## src/rtl/sprite_renderer_pkg.sv

```systemverilog
// Purpose: shared geometry defaults and the 16-entry sine table for the sprite renderer.
// Contents: default geometry constants, 16x8-bit sine table (one period), shared widths.
// Used by: sprite_renderer (top) and sine_table (lookup sub-module).
package sprite_renderer_pkg;

    // Pixel coordinates arrive as 10 bits; all geometry is evaluated in 11 bits
    // so that position+size can never wrap.
    localparam int unsigned COORD_W = 10;
    localparam int unsigned CALC_W  = 11;

    localparam int unsigned DEF_TOP_X         = 100;
    localparam int unsigned DEF_TOP_Y         = 180;
    localparam int unsigned DEF_BOTTOM_X      = 540;
    localparam int unsigned DEF_BOTTOM_Y      = 400;
    localparam int unsigned DEF_BAR_WIDTH     = 40;
    localparam int unsigned DEF_VISIBLE_WIDTH = 25;
    localparam int unsigned DEF_HEIGHT        = 60;
    localparam int unsigned DEF_PLAYER_X      = 40;
    localparam int unsigned DEF_PLAYER_SIZE   = 16;
    localparam int unsigned DEF_U_SIZE        = 32;
    localparam int unsigned DEF_U_WALL        = 8;

    // One full sine period, offset to 0..255, sampled at 16 points.
    localparam logic [7:0] SINE_TABLE [16] = '{
        8'd128, 8'd176, 8'd218, 8'd245, 8'd255, 8'd245, 8'd218, 8'd176,
        8'd128, 8'd79,  8'd37,  8'd10,  8'd0,   8'd10,  8'd37,  8'd79
    };

endpackage

```

## src/rtl/sine_table.sv

```systemverilog
// Purpose: combinational 16-entry sine lookup used for wave bar displacement.
// Ports: i_pos (4-bit table index) -> o_value (8-bit sample).
// Latency: zero (pure combinational).
module sine_table
    import sprite_renderer_pkg::*;
(
    input  logic [3:0] i_pos,
    output logic [7:0] o_value
);

    always_comb begin
        o_value = SINE_TABLE[i_pos];
    end

endmodule

```

## src/rtl/sprite_renderer.sv

```systemverilog
// Purpose: per-pixel hit test for player square, U-shaped box and scrolling double-sine bars.
// Ports: clk/rst, pixel position, object positions and scroll in; four registered draw flags out.
// Latency: exactly one clk; outputs cleared asynchronously while rst is high.
module sprite_renderer
    import sprite_renderer_pkg::*;
#(
    parameter int unsigned TOP_X         = DEF_TOP_X,
    parameter int unsigned TOP_Y         = DEF_TOP_Y,
    parameter int unsigned BOTTOM_X      = DEF_BOTTOM_X,
    parameter int unsigned BOTTOM_Y      = DEF_BOTTOM_Y,
    parameter int unsigned BAR_WIDTH     = DEF_BAR_WIDTH,
    parameter int unsigned VISIBLE_WIDTH = DEF_VISIBLE_WIDTH,
    parameter int unsigned HEIGHT        = DEF_HEIGHT,
    parameter int unsigned PLAYER_X      = DEF_PLAYER_X,
    parameter int unsigned PLAYER_SIZE   = DEF_PLAYER_SIZE,
    parameter int unsigned U_SIZE        = DEF_U_SIZE,
    parameter int unsigned U_WALL        = DEF_U_WALL
) (
    input  logic               clk,
    input  logic               rst,
    input  logic [COORD_W-1:0] pix_x,
    input  logic [COORD_W-1:0] pix_y,
    input  logic [COORD_W-1:0] player_y,
    input  logic               show_player,
    input  logic [COORD_W-1:0] u_x,
    input  logic [COORD_W-1:0] u_y,
    input  logic [COORD_W-1:0] x_offset,
    output logic               draw_player,
    output logic               draw_u,
    output logic               draw_double_sin,
    output logic               pixel_on
);

    localparam logic [CALC_W-1:0] C_TOP_X     = CALC_W'(TOP_X);
    localparam logic [CALC_W-1:0] C_TOP_Y     = CALC_W'(TOP_Y);
    localparam logic [CALC_W-1:0] C_BOTTOM_X  = CALC_W'(BOTTOM_X);
    localparam logic [CALC_W-1:0] C_BOTTOM_Y  = CALC_W'(BOTTOM_Y);
    localparam logic [CALC_W-1:0] C_BAR_W     = CALC_W'(BAR_WIDTH);
    localparam logic [CALC_W-1:0] C_VIS_W     = CALC_W'(VISIBLE_WIDTH);
    localparam logic [CALC_W-1:0] C_HEIGHT    = CALC_W'(HEIGHT);
    localparam logic [CALC_W-1:0] C_PLAYER_X  = CALC_W'(PLAYER_X);
    localparam logic [CALC_W-1:0] C_PLAYER_SZ = CALC_W'(PLAYER_SIZE);
    localparam logic [CALC_W-1:0] C_U_SIZE    = CALC_W'(U_SIZE);
    localparam logic [CALC_W-1:0] C_U_WALL    = CALC_W'(U_WALL);

    // Zero-extended copies of the 10-bit inputs.
    logic [CALC_W-1:0] w_px, w_py, w_ply, w_ux, w_uy, w_xoff;
    assign w_px   = {1'b0, pix_x};
    assign w_py   = {1'b0, pix_y};
    assign w_ply  = {1'b0, player_y};
    assign w_ux   = {1'b0, u_x};
    assign w_uy   = {1'b0, u_y};
    assign w_xoff = {1'b0, x_offset};

    // ---------------- player ----------------
    logic w_player;
    assign w_player = show_player
                    && (w_px >= C_PLAYER_X) && (w_px < C_PLAYER_X + C_PLAYER_SZ)
                    && (w_py >= w_ply)      && (w_py < w_ply + C_PLAYER_SZ);

    // ---------------- U box ----------------
    // Inside the bounding box, lit on either wall or the floor; the top stays open.
    logic w_u_in_box, w_u_left, w_u_right, w_u_floor, w_u;
    assign w_u_in_box = (w_px >= w_ux) && (w_px < w_ux + C_U_SIZE)
                     && (w_py >= w_uy) && (w_py < w_uy + C_U_SIZE);
    assign w_u_left   = w_px <  w_ux + C_U_WALL;
    assign w_u_right  = w_px >= w_ux + C_U_SIZE - C_U_WALL;
    assign w_u_floor  = w_py >= w_uy + C_U_SIZE - C_U_WALL;
    assign w_u        = w_u_in_box && (w_u_left || w_u_right || w_u_floor);

    // ---------------- double sine wave ----------------
    logic              w_in_region;
    logic [CALC_W-1:0] w_sum, w_bar_num, w_phase;
    logic [3:0]        w_idx;
    logic [7:0]        w_sine;
    logic [CALC_W-1:0] w_disp;
    logic              w_lit, w_top_band, w_bot_band, w_wave;

    assign w_in_region = (w_px >= C_TOP_X) && (w_px < C_BOTTOM_X);
    // Only meaningful inside the region, where pix_x >= TOP_X so no underflow.
    assign w_sum       = w_px - C_TOP_X + w_xoff;
    assign w_bar_num   = w_sum / C_BAR_W;
    assign w_phase     = w_sum % C_BAR_W;
    assign w_idx       = w_bar_num[3:0];

    sine_table u_sine_table (
        .i_pos   (w_idx),
        .o_value (w_sine)
    );

    assign w_disp     = CALC_W'(w_sine >> 3);
    assign w_lit      = w_phase < C_VIS_W;
    assign w_top_band = (w_py >= C_TOP_Y + w_disp) && (w_py < C_TOP_Y + w_disp + C_HEIGHT);
    // Bottom band BOTTOM_Y-HEIGHT-d <= y < BOTTOM_Y-d, rearranged to additions so
    // no intermediate ever goes negative.
    assign w_bot_band = (w_py + C_HEIGHT + w_disp >= C_BOTTOM_Y) && (w_py + w_disp < C_BOTTOM_Y);
    assign w_wave     = w_in_region && w_lit && (w_top_band || w_bot_band);

    // ---------------- output register ----------------
    logic r_player, r_u, r_wave, r_on;

    always_ff @(posedge clk or posedge rst) begin
        if (rst) begin
            r_player <= 1'b0;
            r_u      <= 1'b0;
            r_wave   <= 1'b0;
            r_on     <= 1'b0;
        end else begin
            r_player <= w_player;
            r_u      <= w_u;
            r_wave   <= w_wave;
            r_on     <= w_player | w_u | w_wave;
        end
    end

    assign draw_player     = r_player;
    assign draw_u          = r_u;
    assign draw_double_sin = r_wave;
    assign pixel_on        = r_on;

endmodule

```

## config.mk

```make
export PLATFORM = sky130hd
export DESIGN_NAME = sprite_renderer
export DESIGN_NICKNAME = d
export VERILOG_FILES = /design/src/rtl/sprite_renderer_pkg.sv /design/src/rtl/sine_table.sv /design/src/rtl/sprite_renderer.sv
export SDC_FILE = /design/constraint.sdc
export NUM_CORES = 1
export LEC_CHECK = 0
export BUFFER_PORTS_ARGS = -buffer_cell sky130_fd_sc_hd__buf_4
export CAP_MARGIN = 20
export CORE_AREA = 3 3 96 98
export DETAILED_ROUTE_END_ITERATION = 16
export DIE_AREA = 0 0 99 101
export PLACE_DENSITY = 0.83
export SLEW_MARGIN = 20
export SYNTH_ARGS = -nofsm -noshare
export SYNTH_HDL_FRONTEND = slang
export SYNTH_SLANG_ARGS = --single-unit
```

## constraint.sdc

```tcl
create_clock -name clk -period 1.2 [get_ports clk]
set_input_delay 0.24 -clock clk [delete_from_list [all_inputs] [get_ports clk]]
set_output_delay 0.24 -clock clk [all_outputs]
set_load 0.02 [all_outputs]
```

==> metrics.txt, run 1 <==
Post-Synth XOR/XNOR Area 7.96%; sequential area share after synthesis 2.00%; root buffer cell clkbuf_8; grt repair worst endpoint pixel_on$_DFF_PP0_/D; top_reg_cell synth dfrtp_1; Synth area leader ha_1; synthesized cell area 5010 um2; average size of a mapped cell 7.43 um2; grt total ovfl 1384; dpl hpwl 16200 um; CTS sink count 4; Seq cells post-synth 4; Unique masters post-synth 79; status stopped before the end; Synth Area in Compound Gates 30.7%; vertical die dimension 101 um; clk buf depth 2; largest net degree at the start of global routing 12; Die Width about 99 um; Placed Area 7320 um2; Error [ERROR GRT-0232] Routing congestion too high. Check the congestion heatmap in the GUI.; row cnt 34; CTS Buf Count 3; DP Worst Slack -5.60 ns; Fail Step global routing; Post-synth EDFFs 0; Async S/R FF share, synth 100%; CTS H-tree lvls 1; largest family of logic cells by synthesized area adder cells; GPL Wtd Cong 1.01; post-synthesis adder-cell area fraction 31.4%; top cells by area, synth ha_1 30%, inv_1 7.0%, xnor2_1 5.9%; mux cell area share after synthesis under 10%; Syn Inst Count 675; io pins between 60 and 70; Mapped Nets 862; synth warn 0; Buffers on Ports 66; GRT Total Usage 103%; worst endpoint type register data pin; simple-gate share of the synthesized area 18.1%; Starting Density 58.6%; Synth top area share 30.2%
## cells by family after synthesis
family	Yosys count
flops	4
compound gates	217
buf+inv	111
xor+xnor	44
simple gates	170
mux	5
fa+ha+maj	124
## repair_timing
item,CTS
pin swaps,58
resized for setup,99
setup endpoints to repair,4
endpoints found under the hold margin,4
hold buffers,1
buffers inserted,20
## per-stage QoR
stage / instances / util, % / hold slack [ns]
CTS: 1052 / 92.8 / 0.401
detailed placement: 1028 / 85.6 / 0.146
global placement: 1028 / 85.6 / 0.141
floorplan: 675 / - / 0.00608
## per-layer routing
layer  global-route usage (%)  overflow
met1                     84.9         8
met2                      154      1121
met3                     65.6         5
met4                      121       250
met5                     10.3         0
## cell usage after synthesis, types with 7 or more instances
master	count
xnor2_1	34
nand3_1	19
ha_1	121
buf_2	9
or3_1	9
o21ai_0	40
clkbuf_1	8
a31oi_1	13
a21o_1	10
o211ai_1	9
o21a_1	10
inv_1	93
a211oi_1	8
a2111oi_0	7
nand2_1	34
nor3_1	13
nor2b_1	12
xor2_1	9
nand4_1	16
nor2_1	25
a21oi_1	53
nand2b_1	8
==> inputs of run 2 (changes only) <==
- CORE_AREA: 3 3 96 98 -> 3 3 116 118
- DIE_AREA: 0 0 99 101 -> 0 0 119 121
- PLACE_DENSITY: 0.83 -> unset
- PLACE_DENSITY_LB_ADDON: unset -> 0.15
==> run 2 against run 1 <==
The flow now finishes, with violations (negative setup slack). Synthesized area stayed put. Synthesized cell count is the same.
==> metrics.txt, run 2 <==
status finished, violations left; failing checks negative setup slack; GR Layer Usage met2 42.5%; Final setup viols 4; clk buf depth 2 (unchanged); worst slew pin tran between 0.5 and 0.6 ns; largest net degree at the start of global routing 12; Tmin final 6.21 ns; Crit Path Class in -> reg; first-pass GRT wire length 28200 um; violation count after the first detailed-route iteration 244; CTS Buf Count 3 (unchanged); fraction of layout cells with a size suffix above 1 45.4%; Slowest-stage cell, CP fa_1; Hold Violations, Final 0; Synth area leader ha_1; most common cell in the netlist ha_1; total wire length 17400 um; io pins 67 (unchanged); Post-synth EDFFs 0 (unchanged); Vias/cell 5.36; average size of a mapped cell 7.43 um2 (unchanged); DRT antenna net count 0; most frequent cell on the critical path buf_4; sequential area share after synthesis 2.00% (unchanged); P_leak 3.99 nW; vias in the first global route 6151; initial antenna violation count 0; synth warn 0 (unchanged); final std cells w/o fill 1129; root buffer cell clkbuf_16; final worst slack -5.01 ns; Syn Inst Count 675 (unchanged); DRT Pass-1 Iters 5; synthesized cell area 5010 um2 (unchanged); FMAX 161 MHz; CTS sink count 4 (unchanged); Async S/R FF share, synth 100% (unchanged); Area Overhead vs Synth 64.9%; CTS H-tree lvls 1 (unchanged); post-DR wirelength/cell 15.4 um; M3 GR Usage 1.59%; grt met1 use 29.8%; GPL Wtd Cong 0.925 (-8.8%); fillers 1093; row cnt 41 (+21%); Overall Power 14.9 mW; Die Width 119 um (+20%); commonest non-fill, non-tap cell in the layout buf_4; CTS tree yes; CP peak stage delay 0.52 ns; slew margin rel. 61.5%; Seq cells post-synth 4 (unchanged); dpl hpwl 14400 um (-11%); grt peak-use layer met2; Final #Nets 1146; clk slew on worst S/H paths approximately 0.03 ns; top_reg_cell synth dfrtp_1; Tcrit/Tclk final 517%; HP Class in -> reg; Buffers on Ports 66 (unchanged); Starting Density 39.9% (-19 points); crit path capture type flop; vias just over 6000; Final Util about two thirds; vertical die dimension 121 um (+20%); Core Region between 10000 and 15000 um2; # diodes 0; GRT Total Usage 23.1%; top cells by count, synth 121 x ha_1, 93 x inv_1, 53 x a21oi_1, 40 x o21ai_0; top cells by area, synth ha_1 30%, inv_1 7.0%, xnor2_1 5.9%; Max-Cap Viols 0; final routed DRC violation total 0; Mapped Nets 862 (unchanged); nature of the critical path startpoint input pin; WP data required 1.35 ns; Power Dens Cells 1810 nW/um2; Synth top area share 30.2% (unchanged); crit path DAT about 6.4 ns; Unique masters post-synth 79 (unchanged); Max IR drop VDD 1.11 mV; crit path max fanout 4; most frequent cells in the layout 284 x buf_4, 101 x ha_1, 81 x inv_1, 42 x a21oi_1, 30 x nand2_1; dpl cells 1106 (+7.6%); unrepaired setup endpoints after global routing yes; grt total ovfl 0; Slew Limit Fails 0; DIE AREA 14400 um2
run 2: logic make-up after synthesis:
group | synth area share, %
buf+inv | 8.68
compound gates | 30.7
xor+xnor | 7.96
mux | 1.12
flops | 2.00
fa+ha+maj | 31.4
simple gates | 18.1
run 2: routing by layer:
metal | part of all wire, % | vias up
met1 | 46 | 2838
met4 | 1.4 | 0
met2 | 49 | 123
li1 | - | 3078
met3 | 3.9 | 18
met5 | 0 | -
run 2: cell type report:
class | count | area, um2 | share of cell area [%]
inverter | 93 | 384 | 4.65
timing repair buffer | 297 | 2280 | 27.6
tap | 172 | 215 | 2.60
multi-input combinational | 560 | 5210 | 63.0
sequential | 4 | 100 | 1.21
clock buffer | 3 | 75.1 | 0.908
run 2: critical path: cells and delay by family:
family	cells	cell delay, ns
compound gates	13	3.07
xor+xnor	1	0.10
fa+ha+maj	4	1.18
mux	1	0.28
simple gates	5	0.80
buf+inv	7	0.69
run 2: report_power, final:
part | total, mW | switching (mW) | leakage (nW) | internal [mW]
combinational | 14.2 | 6.88 | 3.90 | 7.36
clock | 0.517 | 0.0916 | 0.0370 | 0.425
sequential | 0.189 | 0.0209 | 0.0549 | 0.168
total | 14.9 | 6.99 | 3.99 | 7.95
run 2: timing repair:
action,in CTS,in global routing
hold buffers,1,0
setup endpoints to repair,4,4
resized for setup,70,51
setup buffers,12,7
pin swaps,58,27
hold endpoints to repair,4,0
run 2: metrics by stage:
stage	setup TNS, ns	area, um2	hold WS, ns	setup slack (ns)
after floorplan	-11.18	5310	0.00608	-4.86
after detailed placement	-13.43	7510	0.155	-5.46
after global routing	-12.70	8270	0.368	-5.35
after global placement	-12.99	7510	0.152	-5.27
final	-11.80	8270	0.354	-5.01
after CTS	-11.68	7980	0.363	-4.91
run 2: final timing paths:
path,from,end,slack [ns],depth (start not counted)
setup / recovery,x_offset[2],pixel_on,-5.01,31
hold / removal,show_player,draw_player,0.35,3
max in group asynchronous,rst,draw_player,0.56,3
min in group asynchronous,rst,draw_double_sin,0.48,3
No activity file was read; power rests on OpenSTA's default activity.
==> inputs of run 3 (changes only) <==
==> constraint.sdc (replaced) <==
create_clock -name clk -period 1.2 [get_ports clk]
set_input_delay 0.18 -clock clk [delete_from_list [all_inputs] [get_ports clk]]
set_output_delay 0.18 -clock clk [all_outputs]
set_load 0.02 [all_outputs]
==> run 3 against run 2 <==
The run still ends with negative setup slack left. Global-route usage is 0.059 points higher. Fmax is 1.1% higher. Hold slack worse by 0.030 ns. Flip-flop and latch count is the same. Wire length increased by 1.3%. Critical endpoint unchanged. Worst setup slack improved by 0.067 ns. Sequential share of layout area about the same. Sequential power rose by 3%. Combinational power is 4% higher. Cell count grew 0.97%. Highest routed layer unchanged. Via count up 1.8%.
==> metrics.txt, run 3 (synthesis gave the netlist of run 2 again) <==
status finished, violations left; failing checks negative setup slack; row cnt 41 (unchanged); Crit Path Class in -> reg; io pins 67 (unchanged); vias in the first global route 6247 (+1.6%); initial antenna violation count 0 (unchanged); unrepaired setup endpoints after global routing yes; CTS tree yes; # diodes 0 (unchanged); Die Width 119 um (unchanged); CTS sink count 4 (unchanged); highest routed layer met4; HP Class in -> reg; Final setup viols 4 (unchanged); total wire length 17600 um (+1.3%); Placed Area 7510 um2 (unchanged); Setup crit start pix_x[2]; final worst slack -4.94 ns (+0.0673 ns); Final #Nets 1157 (+0.96%); final setup TNS -11.78 ns (+0.0224 ns); DIE AREA 14400 um2 (unchanged); largest net degree at the start of global routing 12 (unchanged); Slowest-stage cell, CP fa_1; vias 6166 (+1.8%); CTS Buf Count 3 (unchanged); Slew Limit Fails 0 (unchanged); P_leak 4.06 nW (+1.8%); nature of the critical path startpoint input pin; final routed DRC violation total 0 (unchanged); Buffers on Ports 66 (unchanged); Worst Hold End draw_player; Core Region 12600 um2 (unchanged); wire length on met2 8730 um (+1.8%); clk buf depth 2 (unchanged); fraction of layout cells with a size suffix above 1 45.8% (+0.41 points); Max IR drop VDD 1.19 mV (+6.9%); Starting Density 39.9% (unchanged); GRT Total Usage 23.2% (+0.059 points); Fin Hold WS 0.325 ns (-0.0297 ns); vertical die dimension 121 um (unchanged); Hold Violations, Final 0 (unchanged); CP peak stage delay 0.51 ns (about the same); clk slew on worst S/H paths 0.03 ns (about the same); crit path max fanout 4 (unchanged); hold depth 3 (unchanged); Crit path buffers/inverters 6 (-1); crit path capture type flop; Final Util 66.6% (+0.78 points); WP data required 1.35 ns (about the same); worst slew pin tran 0.570 ns (-0.00116 ns); FMAX 163 MHz (+1.1%); commonest non-fill, non-tap cell in the layout buf_4; violation count after the first detailed-route iteration 398 (+63%); Max-Cap Viols 0 (unchanged); Vias/cell 5.41 (+0.82%); CP top delay family compound AO/OA/AOI/OAI gates; Power Dens Cells 1840 nW/um2 (+2.0%); Met1 Wirelength 8130 um (+2.5%); CTS H-tree lvls 1 (unchanged); Tmin final 6.14 ns (-0.0673 ns); most frequent cell on the critical path o21ai_2; Post-Layout Inst Area 8360 um2 (+1.2%); DRT Pass-1 Iters 5 (unchanged); Overall Power 15.4 mW (+3.2%); post-DR wirelength/cell 15.5 um (+0.30%); DRT antenna net count 0 (unchanged); WL met3 524 um (-22%); GPL Wtd Cong 0.925 (about the same); most frequent cells in the layout 291 x buf_4, 101 x ha_1, 80 x inv_1, 41 x a21oi_1, 31 x nand2_1; root buffer cell clkbuf_16; slew margin rel. 61.9% (+0.36 points); crit path DAT 6.29 ns (-0.06 ns); first-pass GRT wire length 28500 um (+1.1%); hold wc startpoint show_player; grt total ovfl 0 (unchanged); Area Overhead vs Synth 66.8%; Tcrit/Tclk final 512% (-5.6 points); dpl hpwl 14300 um (-0.42%)
run 3: final cells by class:
type | count | area, um2
multi-input cells | 560 | 5220
fillers | 1060 | 4200
repair buffers | 308 | 2380
inverters | 93 | 379
well taps | 172 | 215
flip-flops and latches | 4 | 100
clock buffers | 3 | 75.1
run 3: metal layers:
metal  vias up  track usage (%)
met5         -                0
met2       140             42.1
met3        18            0.932
li1       3100                -
met4         0             4.71
met1      2908             30.6
run 3: power breakdown:
| part | internal (mW) | switching [mW] | leakage [nW] |
|---|---|---|---|
| logic | 7.69 | 7.03 | 3.97 |
| registers | 0.168 | 0.0263 | 0.0549 |
| clock network | 0.425 | 0.0893 | 0.0370 |
run 3: worst min-delay path, delay by kind of cell:
kind                   cells  cell delay (ns)
buffers and inverters      1             0.12
and+or+nand+nor            2             0.20
run 3: repair_timing:
item	in CTS	in global routing
setup endpoints to repair	4	4
hold buffers	1	0
resized for setup	73	52
hold endpoints to repair	4	0
pin swaps	53	42
setup buffers	12	18
run 3: worst max-delay path by stage:
| stage | to | slack (ns) | cells after the start |
|---|---|---|---|
| floorplan | pixel_on | -4.80 | 27 |
| global placement | pixel_on | -5.21 | 30 |
| detailed placement | pixel_on | -5.36 | 29 |
| CTS | pixel_on | -4.87 | 29 |
| global route | pixel_on | -5.25 | 30 |
| finish | pixel_on | -4.94 | 30 |
run 3: metrics by stage:
step,setup WS (ns),instances
after floorplan,-4.80,675
after global placement,-5.21,1106
after detailed placement,-5.36,1106
after CTS,-4.87,1122
after global routing,-5.25,1140
final,-4.94,1140
==> inputs of run 4 (changes only) <==
- ABC_AREA: unset -> 1
- CORE_AREA: 3 3 116 118 -> 3 3 112 114
- DIE_AREA: 0 0 119 121 -> 0 0 115 117
- clock period: 1.2 -> 7.8 ns (I/O delays scaled with it)
==> run 4 against run 3 <==
The run now ends clean. Combinational power fell by 85%. Flip-flop and latch count unchanged. Cell area is 35% lower. Worst setup slack improved by 5.6 ns. First-iteration DRC count shrank 62%. Global-route usage shrank 6.9 points. Synthesized area down 8.4%. Count of clock-buffer cells in the layout unchanged. Via count shrank 27%. Synthesized cell count is 4.7% higher. Largest cell class unchanged. Highest routed layer unchanged.
==> metrics.txt, run 4 <==
crit path max fanout 12 (+8); worst slew pin tran 0.598 ns (+0.0282 ns); root buffer cell clkbuf_16; P_leak 3.15 nW (-22%); Tcrit/Tclk final 91.1%; clk buf depth 2 (unchanged); synth warn 0 (unchanged); initial antenna violation count 0 (unchanged); fraction of layout cells with a size suffix above 1 16.6% (-29 points); Final setup viols 0 (-4); post-DR wirelength/cell 11.9 um (-23%); Power Dens Cells 420 nW/um2 (-77%); Final Util 47.2% (-19 points); Async S/R FF share, synth 100% (unchanged); Crit Path Class in -> reg; GPL Wtd Cong 0.896 (-3.1%); top_reg_cell synth dfrtp_1; Final #Nets 964 (-17%); CTS Buf Count 3 (unchanged); violation count after the first detailed-route iteration 152 (-62%); Max-Cap Viols 0 (unchanged); Die Width 115 um (-3.4%); Buffers on Ports 66 (unchanged); first-pass GRT wire length 18700 um (-34%); Psw 1.33 mW (-81%); internal power 0.952 mW (-89%); clk slew on worst S/H paths 0.03 ns (about the same); sw frac 58.3% (+12 points); top cells by count, synth 154 x inv_1, 121 x ha_1, 120 x nand2_1, 46 x a21oi_1, 40 x nand3_1; Tmin final 7.10 ns; Seq cells post-synth 4 (unchanged); final routed DRC violation total 0 (unchanged); Synth area leader ha_1; CTS sink count 4 (unchanged); vias in the first global route 4388 (-30%); DRT antenna net count 0 (unchanged); CP peak stage delay 0.48 ns (-0.03 ns); Slowest-stage cell, CP fa_1; share of total power in the clock network 3.5% (+0.2 points); Max IR drop VDD 0.250 mV (-79%); area of the multi-input gates 3970 um2 (-24%); share of power burned in registers 1.1% (-0.2 points); WP data required 7.91 ns (+6.56 ns); DIE AREA 13500 um2 (-6.6%); vias 4521 (-27%); GRT Total Usage 16.3% (-6.9 points); nature of the critical path startpoint input pin; sequential area share after synthesis 2.18% (+0.18 points); row cnt 39 (-4.9%); dpl hpwl 9620 um (-33%); Mapped Nets 894 (+3.7%); slew margin rel. 59.8% (-2.0 points); Vias/cell 4.92 (-8.9%); average size of a mapped cell 6.49 um2 (-13%); CTS tree yes; CP top delay family simple AND/OR/NAND/NOR gates; Area Overhead vs Synth 18.4%; total wire length 11000 um (-38%); FMAX around 140 MHz; final setup TNS 0 ns (+11.78 ns); status finished clean; io pins 67 (unchanged); top cells by area, synth ha_1 33%, inv_1 13%, nand2_1 9.8%; register area 100 um2 (unchanged); Syn Inst Count 707 (+4.7%); most frequent cells in the layout 152 x inv_1, 118 x nand2_1, 117 x ha_1, 67 x buf_4, 45 x a21oi_1; synthesized cell area 4590 um2 (-8.4%); Unique masters post-synth 49 (-38%); Core Region 11500 um2 (-8.4%); unrepaired setup endpoints after global routing no; Hold Violations, Final 0 (unchanged); crit path capture type flop; Slew Limit Fails 0 (unchanged); DRT Pass-1 Iters 5 (unchanged); largest net degree at the start of global routing 14 (+2); # hold bufs at CTS 0 (-1); grt total ovfl 0 (unchanged); fillers 1199 (+13%); HP Class in -> async; CTS H-tree lvls 1 (unchanged); logic gate share of total power 95.3% (about the same); Synth top area share 33.0% (+2.8 points); Crit path buffers/inverters 7 (+1); vertical die dimension 117 um (-3.3%); most common cell in the netlist inv_1; Post-synth EDFFs 0 (unchanged); crit path DAT 7.21 ns (+0.92 ns); Starting Density 39.9% (about the same); commonest non-fill, non-tap cell in the layout inv_1; # diodes 0 (unchanged)
## run 4: per-layer routing
metal,routed length [um],vias up,track usage [%]
li1,-,2456,-
met1,5340,1977,21.4
met2,5110,80,29.2
met3,416,8,1.85
met4,95,0,2.58
met5,0,-,0
## run 4: stage by stage
stage	instance area, um2	hold WS, ns	setup WS (ns)	std cells	total power [mW]
after global placement	5260	1.08	0.310	914	1.97
final	5430	0.841	0.698	918	2.28
after CTS	5330	0.842	0.278	917	2.12
after detailed placement	5260	1.08	0.0878	914	2.03
after global routing	5430	0.855	0.0405	918	2.62
after floorplan	4590	0.936	1.16	707	1.62
## run 4: cell families after synthesis
logic type,Yosys count,synth area share [%]
simple gates,261,27.3
flops,4,2.18
fa+ha+maj,124,34.3
xor+xnor,32,6.43
compound gates,121,16.3
buf+inv,165,13.5
## run 4: layout make-up
class,instances,share of cell area [%]
Timing Repair Buffer,67,9.26
Sequential cell,4,1.84
Inverter,163,11.3
Clock buffer,3,1.38
Multi-Input combinational cell,538,73.0
Tap cell,143,3.29
## run 4: path summary, 6_finish.rpt
check                       startpoint           to  slack, ns  depth (start not counted)
worst max-delay path          pix_x[9]     pixel_on       0.70                         48
worst min-delay path               rst     pixel_on       0.84                          2
min in group clk           show_player  draw_player       1.30                          3
max in group asynchronous          rst  draw_player       6.81                          2
## run 4: what timing repair did
item,in CTS,in global routing
setup buffers,0,1
resized for setup,0,23
setup endpoints to repair,0,2
## run 4: power by group through the flow
stage	logic [mW]	registers, mW	clock network, mW
5_1_grt	2.51	0.0262	0.0841
4_1_cts	2.01	0.0262	0.0827
3_5_place_dp	2.00	0.0265	0
2_1_floorplan	1.60	0.0287	0
3_3_place_gp	1.94	0.0267	0
6_report	2.18	0.0262	0.0806
